File: src/rtl/parity_sched_pkg.sv
// Shared types and constants for the round-robin serial parity scheduler.
package parity_sched_pkg;

    typedef enum logic [1:0] {
        S_IDLE = 2'd0,
        S_CALC = 2'd1,
        S_DONE = 2'd2
    } state_t;

    localparam logic ID0 = 1'b0;
    localparam logic ID1 = 1'b1;

endpackage

File: src/rtl/parity_serial_core.sv
// Bit-serial parity engine: one payload bit is folded into the XOR accumulator per clock.
module parity_serial_core
    import parity_sched_pkg::*;
#(
    parameter int DATA_W = 31,
    parameter int CNT_W  = $clog2(DATA_W)
) (
    input  logic              clk,
    input  logic              reset,
    input  logic              start,
    input  logic [DATA_W-1:0] din,
    input  logic              odd,
    output logic              done,
    output logic [DATA_W-1:0] payload,
    output logic              par
);

    logic [DATA_W-1:0] data_q, data_d;
    logic [CNT_W-1:0]  cnt_q, cnt_d;
    logic              acc_q, acc_d;
    logic              mode_q, mode_d;
    logic              busy_q, busy_d;
    logic              last;

    assign last    = busy_q && (cnt_q == CNT_W'(DATA_W - 1));
    assign done    = last;
    assign payload = data_q;
    // Includes the bit being folded this cycle, so it is final when done is high.
    assign par     = acc_q ^ data_q[cnt_q] ^ mode_q;

    always_comb begin
        data_d = data_q;
        cnt_d  = cnt_q;
        acc_d  = acc_q;
        mode_d = mode_q;
        busy_d = busy_q;
        if (start) begin
            data_d = din;
            mode_d = odd;
            cnt_d  = '0;
            acc_d  = 1'b0;
            busy_d = 1'b1;
        end else if (busy_q) begin
            acc_d = acc_q ^ data_q[cnt_q];
            cnt_d = cnt_q + CNT_W'(1);
            if (last) busy_d = 1'b0;
        end
    end

    always_ff @(posedge clk or posedge reset) begin
        if (reset) begin
            data_q <= '0;
            cnt_q  <= '0;
            acc_q  <= 1'b0;
            mode_q <= 1'b0;
            busy_q <= 1'b0;
        end else begin
            data_q <= data_d;
            cnt_q  <= cnt_d;
            acc_q  <= acc_d;
            mode_q <= mode_d;
            busy_q <= busy_d;
        end
    end

endmodule

File: src/rtl/parity_sched.sv
// Two-requester round-robin front end sharing one serial parity core; result held until taken.
module parity_sched
    import parity_sched_pkg::*;
#(
    parameter int DATA_W = 31
) (
    input  logic            clk,
    input  logic            reset,
    input  logic            req0_valid,
    input  logic [DATA_W:0] req0_data,
    input  logic            req0_odd,
    output logic            req0_ready,
    input  logic            req1_valid,
    input  logic [DATA_W:0] req1_data,
    input  logic            req1_odd,
    output logic            req1_ready,
    output logic            out_valid,
    output logic [DATA_W:0] out_data,
    output logic            out_id,
    input  logic            out_ready
);

    localparam int CNT_W = $clog2(DATA_W);

    state_t          state_q, state_d;
    logic            last_grant_q, last_grant_d;
    logic            out_valid_q, out_valid_d;
    logic [DATA_W:0] out_data_q, out_data_d;
    logic            out_id_q, out_id_d;

    logic              core_start, core_done, core_par, core_odd;
    logic [DATA_W-1:0] core_din, core_payload;
    logic              idle, unused_msb;

    // Incoming parity slot is overwritten, so its value is deliberately dropped.
    assign unused_msb = req0_data[DATA_W] ^ req1_data[DATA_W];

    assign idle       = (state_q == S_IDLE) && !reset;
    assign req0_ready = idle && req0_valid && (!req1_valid || last_grant_q == ID1);
    assign req1_ready = idle && req1_valid && (!req0_valid || last_grant_q == ID0);
    assign core_start = req0_ready || req1_ready;
    assign core_din   = req1_ready ? req1_data[DATA_W-1:0] : req0_data[DATA_W-1:0];
    assign core_odd   = req1_ready ? req1_odd : req0_odd;

    parity_serial_core #(.DATA_W(DATA_W), .CNT_W(CNT_W)) u_core (
        .clk     (clk),
        .reset   (reset),
        .start   (core_start),
        .din     (core_din),
        .odd     (core_odd),
        .done    (core_done),
        .payload (core_payload),
        .par     (core_par)
    );

    always_comb begin
        state_d      = state_q;
        last_grant_d = last_grant_q;
        out_valid_d  = out_valid_q;
        out_data_d   = out_data_q;
        out_id_d     = out_id_q;
        case (state_q)
            S_IDLE: begin
                if (core_start) begin
                    last_grant_d = req1_ready ? ID1 : ID0;
                    state_d      = S_CALC;
                end
            end
            S_CALC: begin
                if (core_done) begin
                    state_d     = S_DONE;
                    out_valid_d = 1'b1;
                    out_data_d  = {core_par, core_payload};
                    out_id_d    = last_grant_q;
                end
            end
            S_DONE: begin
                if (out_ready) begin
                    out_valid_d = 1'b0;
                    state_d     = S_IDLE;
                end
            end
            default: state_d = S_IDLE;
        endcase
    end

    always_ff @(posedge clk or posedge reset) begin
        if (reset) begin
            state_q      <= S_IDLE;
            last_grant_q <= ID1;
            out_valid_q  <= 1'b0;
            out_data_q   <= '0;
            out_id_q     <= ID0;
        end else begin
            state_q      <= state_d;
            last_grant_q <= last_grant_d;
            out_valid_q  <= out_valid_d;
            out_data_q   <= out_data_d;
            out_id_q     <= out_id_d;
        end
    end

    assign out_valid = out_valid_q;
    assign out_data  = out_data_q;
    assign out_id    = out_id_q;

endmodule
File: config.mk
export PLATFORM = sky130hd
export DESIGN_NAME = parity_sched
export DESIGN_NICKNAME = d
export VERILOG_FILES = /design/src/rtl/parity_sched_pkg.sv /design/src/rtl/parity_serial_core.sv /design/src/rtl/parity_sched.sv
export SDC_FILE = /design/constraint.sdc
export NUM_CORES = 1
export LEC_CHECK = 0
export BUFFER_PORTS_ARGS = -buffer_cell sky130_fd_sc_hd__buf_2
export CORE_MARGIN = 5
export CORE_UTILIZATION = 35
export CTS_CLUSTER_DIAMETER = 120
export DETAILED_ROUTE_END_ITERATION = 8
export SLEW_MARGIN = 5
export SYNTH_ARGS = -nofsm -noshare
export SYNTH_HDL_FRONTEND = slang
export SYNTH_SLANG_ARGS = --single-unit
File: constraint.sdc
create_clock -name clk -period 3.65 [get_ports clk]
set_input_delay 0.1825 -clock clk [delete_from_list [all_inputs] [get_ports clk]]
set_output_delay 0.1825 -clock clk [all_outputs]
set_load 0.005 [all_outputs]
==> flow_summary.yaml <==
run_status:
  status: "completed"
routing:
  via_per_inst: 4.85
  drc: 0
  via_count: 2753
  drt_first_pass_iters: 4
  drt-wirelength-per-cell_microns: 14.8
  drt-total-wl_microns: 8430
  initialDrtViolationCount: 94
  drtAntennaViolNets: 0
sta:
  max_freq_ghz: 0.387
  setup_tns_ps: 0
  fin_skew_ps: 13.5
  worst_slew_pin_slew_ps: 808
  period_share_pct: 70.7
  slew_viol_final: 0
  fin_ws_ps: 1070
  max_slew_margin_pct: 46.2
  fin_crit_ps: 2580
  rsz0062_at_grt: "false"
  finalHoldViolations: 0
  setup_viol: 0
global_routing:
  antenna_found_initial: 0
  grt_pass1_vias: 2708
  track_usage_pct: 14.7
  grt_pass1_wl_microns: 13700
  overflow: 0
  grt_max_degree: 44
hold_path:
  min_from: "req0_data[29]"
  hold_end: "u_core.payload[29]"
  hold_class: "input pin to flip-flop"
  hold_path_depth: 3
flow_run:
  maxCapViolations: 0
setup_path:
  worstSetupEndpointType: "flip-flop"
  cpPeakStageDelay_ps: 1010
  startpoint_type: "flip-flop"
  cp_cell_sequence: "ha_1 > nand3_1 > or4_2 > mux2_2"
  reg2reg_depth: 4
  crit_path_max_fanout: 35
  regToRegEndpoint: "out_data[20]"
  worstReg2RegStart: "u_core.cnt_q[1]"
  ff2ff_setup_slack_ps: 1070
  critical_path.slowest_cell: "or4_2"
  cp_data_arrival_time_ps: 2800
  crit_required_ps: 3870
  critical_path_class: "flip-flop to flip-flop"
clock_network:
  clk_pin_slew_ps: 80
  cts_root_buffer: "clkbuf_8"
  post_cts_buffers: 0
  cts_inserted_buffers: 9
  htree_levels: 3
  clock_sinks: 76
  clk_path_buf_depth: 2
  ctsResizeCount: 0
  cts_tree: "done"
  clkLatencyLatePin_ps: 340
  hold_buffers: 1
synth:
  ys.flop_type: "dfrtp_1"
  ys_async_sr_fraction_pct: 100
  synthesis.area_sq_um: 3490
  synth_edf_count: 0
  yosysWarnings: 0
  synth_area_leaders: "dfrtp_1, mux2_2, nand2_1, a31oi_1, nor2_1"
  synth_adder_area_share_pct: 0.716
  synth.most_common_cell: "dfrtp_1"
  synth_nets: 406
  synth_top_area_share_pct: 53.7
  syn_avg_cell_area_sq_um: 10.5
  synth-xor-area-share_pct: 1.75
  synth_mux_area_share_pct: 16.3
  synth_compound_area_share_pct: 7.84
  syn_inst: 333
  synth_common_cells: "dfrtp_1, nand2_1, nor2_1"
  synth_top_family_by_area: "multiplexers"
  synth-simple-area-share_pct: 15.1
  yosysUniqueCellTypes: 36
  ys_seq_elements: 76
  yosys.area.top_type: "dfrtp_1"
  yosysSeqAreaShare_pct: 54.5
floorplanning:
  die_w_microns: 110
  die_y_microns: 110
  start_util_pct: 35.8
  core_sq_um: 9770
  io_pins: 107
  dieArea_sq_um: 12100
  fp-row-count: 36
power_and_ir_drop:
  power.density_nw_per_um2: 775
  ir_drop_v: 0.000246
  power_leakage_nw: 2.23
layout:
  fin_nets: 505
  final_cells: 568
  layout-drive-gt1-share_pct: 37.7
  final_area_sq_um: 4290
  syn_to_final_growth_pct: 22.7
  antenna_cells: 0
placed_design:
  gp_congestion: 0.774
  dp_slack_ps: 1020
  dp_cells: 553
  io_buffers: 104
  dpl_cell_area_sq_um: 4120
  hpwl_microns: 5890
## worst max path at each step
stage / end / start / cells past startpoint / slack, ps
final: out_data[20] / u_core.cnt_q[1] / 4 / 1070
after global routing: out_data[23] / u_core.cnt_q[1] / 4 / 920
after CTS: out_data[20] / u_core.cnt_q[1] / 4 / 1010
after detailed placement: out_data[20] / u_core.cnt_q[1] / 4 / 1020
after global placement: out_data[26] / u_core.cnt_q[1] / 4 / 1040
after floorplan: out_data[0] / reset / 1 / 1530
## per-stage QoR
stage,hold slack (ps),power [mW],utilization (%)
after global routing,73.3,3.60,43.9
after floorplan,330,2.38,-
after global placement,331,2.80,42.2
after detailed placement,336,2.84,42.2
after CTS,65.0,3.38,43.9
final,77.4,3.32,43.9
## layout by cell type (no fill, tap or decap), types with 3 or more instances in the layout
cell / count
clkbuf_8: 9
nand3_1: 3
xor2_1: 3
mux2i_1: 5
buf_4: 5
buf_2: 104
inv_1: 7
clkinv_2: 4
nand2_1: 72
mux2_2: 35
nor2_1: 41
a31oi_1: 32
dfrtp_1: 75
mux4_1: 3
o21ai_0: 3
xnor2_1: 4
## layout make-up
class | count | area [sq um]
well taps | 133 | 166
flip-flops and latches | 76 | 1900
clock buffers | 9 | 124
inverters | 8 | 31.3
fillers | 987 | 5490
multi-input cells | 227 | 1460
repair buffers | 110 | 568
clock inverters | 5 | 31.3
## registers in the layout (all words and copies together) (netlist names)
register / flops
out_valid: 1
state_q: 2
u_core.payload: 31
out_id: 1
out_data: 32
last_grant_q: 1
u_core.cnt_q: 5
u_core.busy_q: 1
u_core.mode_q: 1
u_core.acc_q: 1
## kinds of logic after synthesis
kind of cell | Yosys count
adder cells (fa/ha/maj) | 2
flip-flops | 76
AND/OR/NAND/NOR | 130
buffers and inverters | 30
multiplexers | 45
AO/OA/AOI/OAI | 43
XOR/XNOR | 7
## metal layers
metal	wire length (microns)	global-route usage [%]	up-vias
met5	0	0	-
met2	4180	24.3	72
met4	75	3.74	0
met1	3640	18.7	1328
li1	-	-	1347
met3	531	4.87	6
## where the power goes
| group | internal [mW] | leakage, nW | switching, mW |
|---|---|---|---|
| Sequential | 1.25 | 0.947 | 0.315 |
| Combinational | 0.682 | 1.20 | 0.539 |
| Clock | 0.237 | 0.0807 | 0.298 |
## worst max-delay path, delay by kind of cell, from the launching register on
kind	cells	cell delay, ps
multiplexers	1	420
flip-flops	1	680
adder cells (fa/ha/maj)	1	240
AND/OR/NAND/NOR	2	1110
Power figures use the tool's default switching activity.
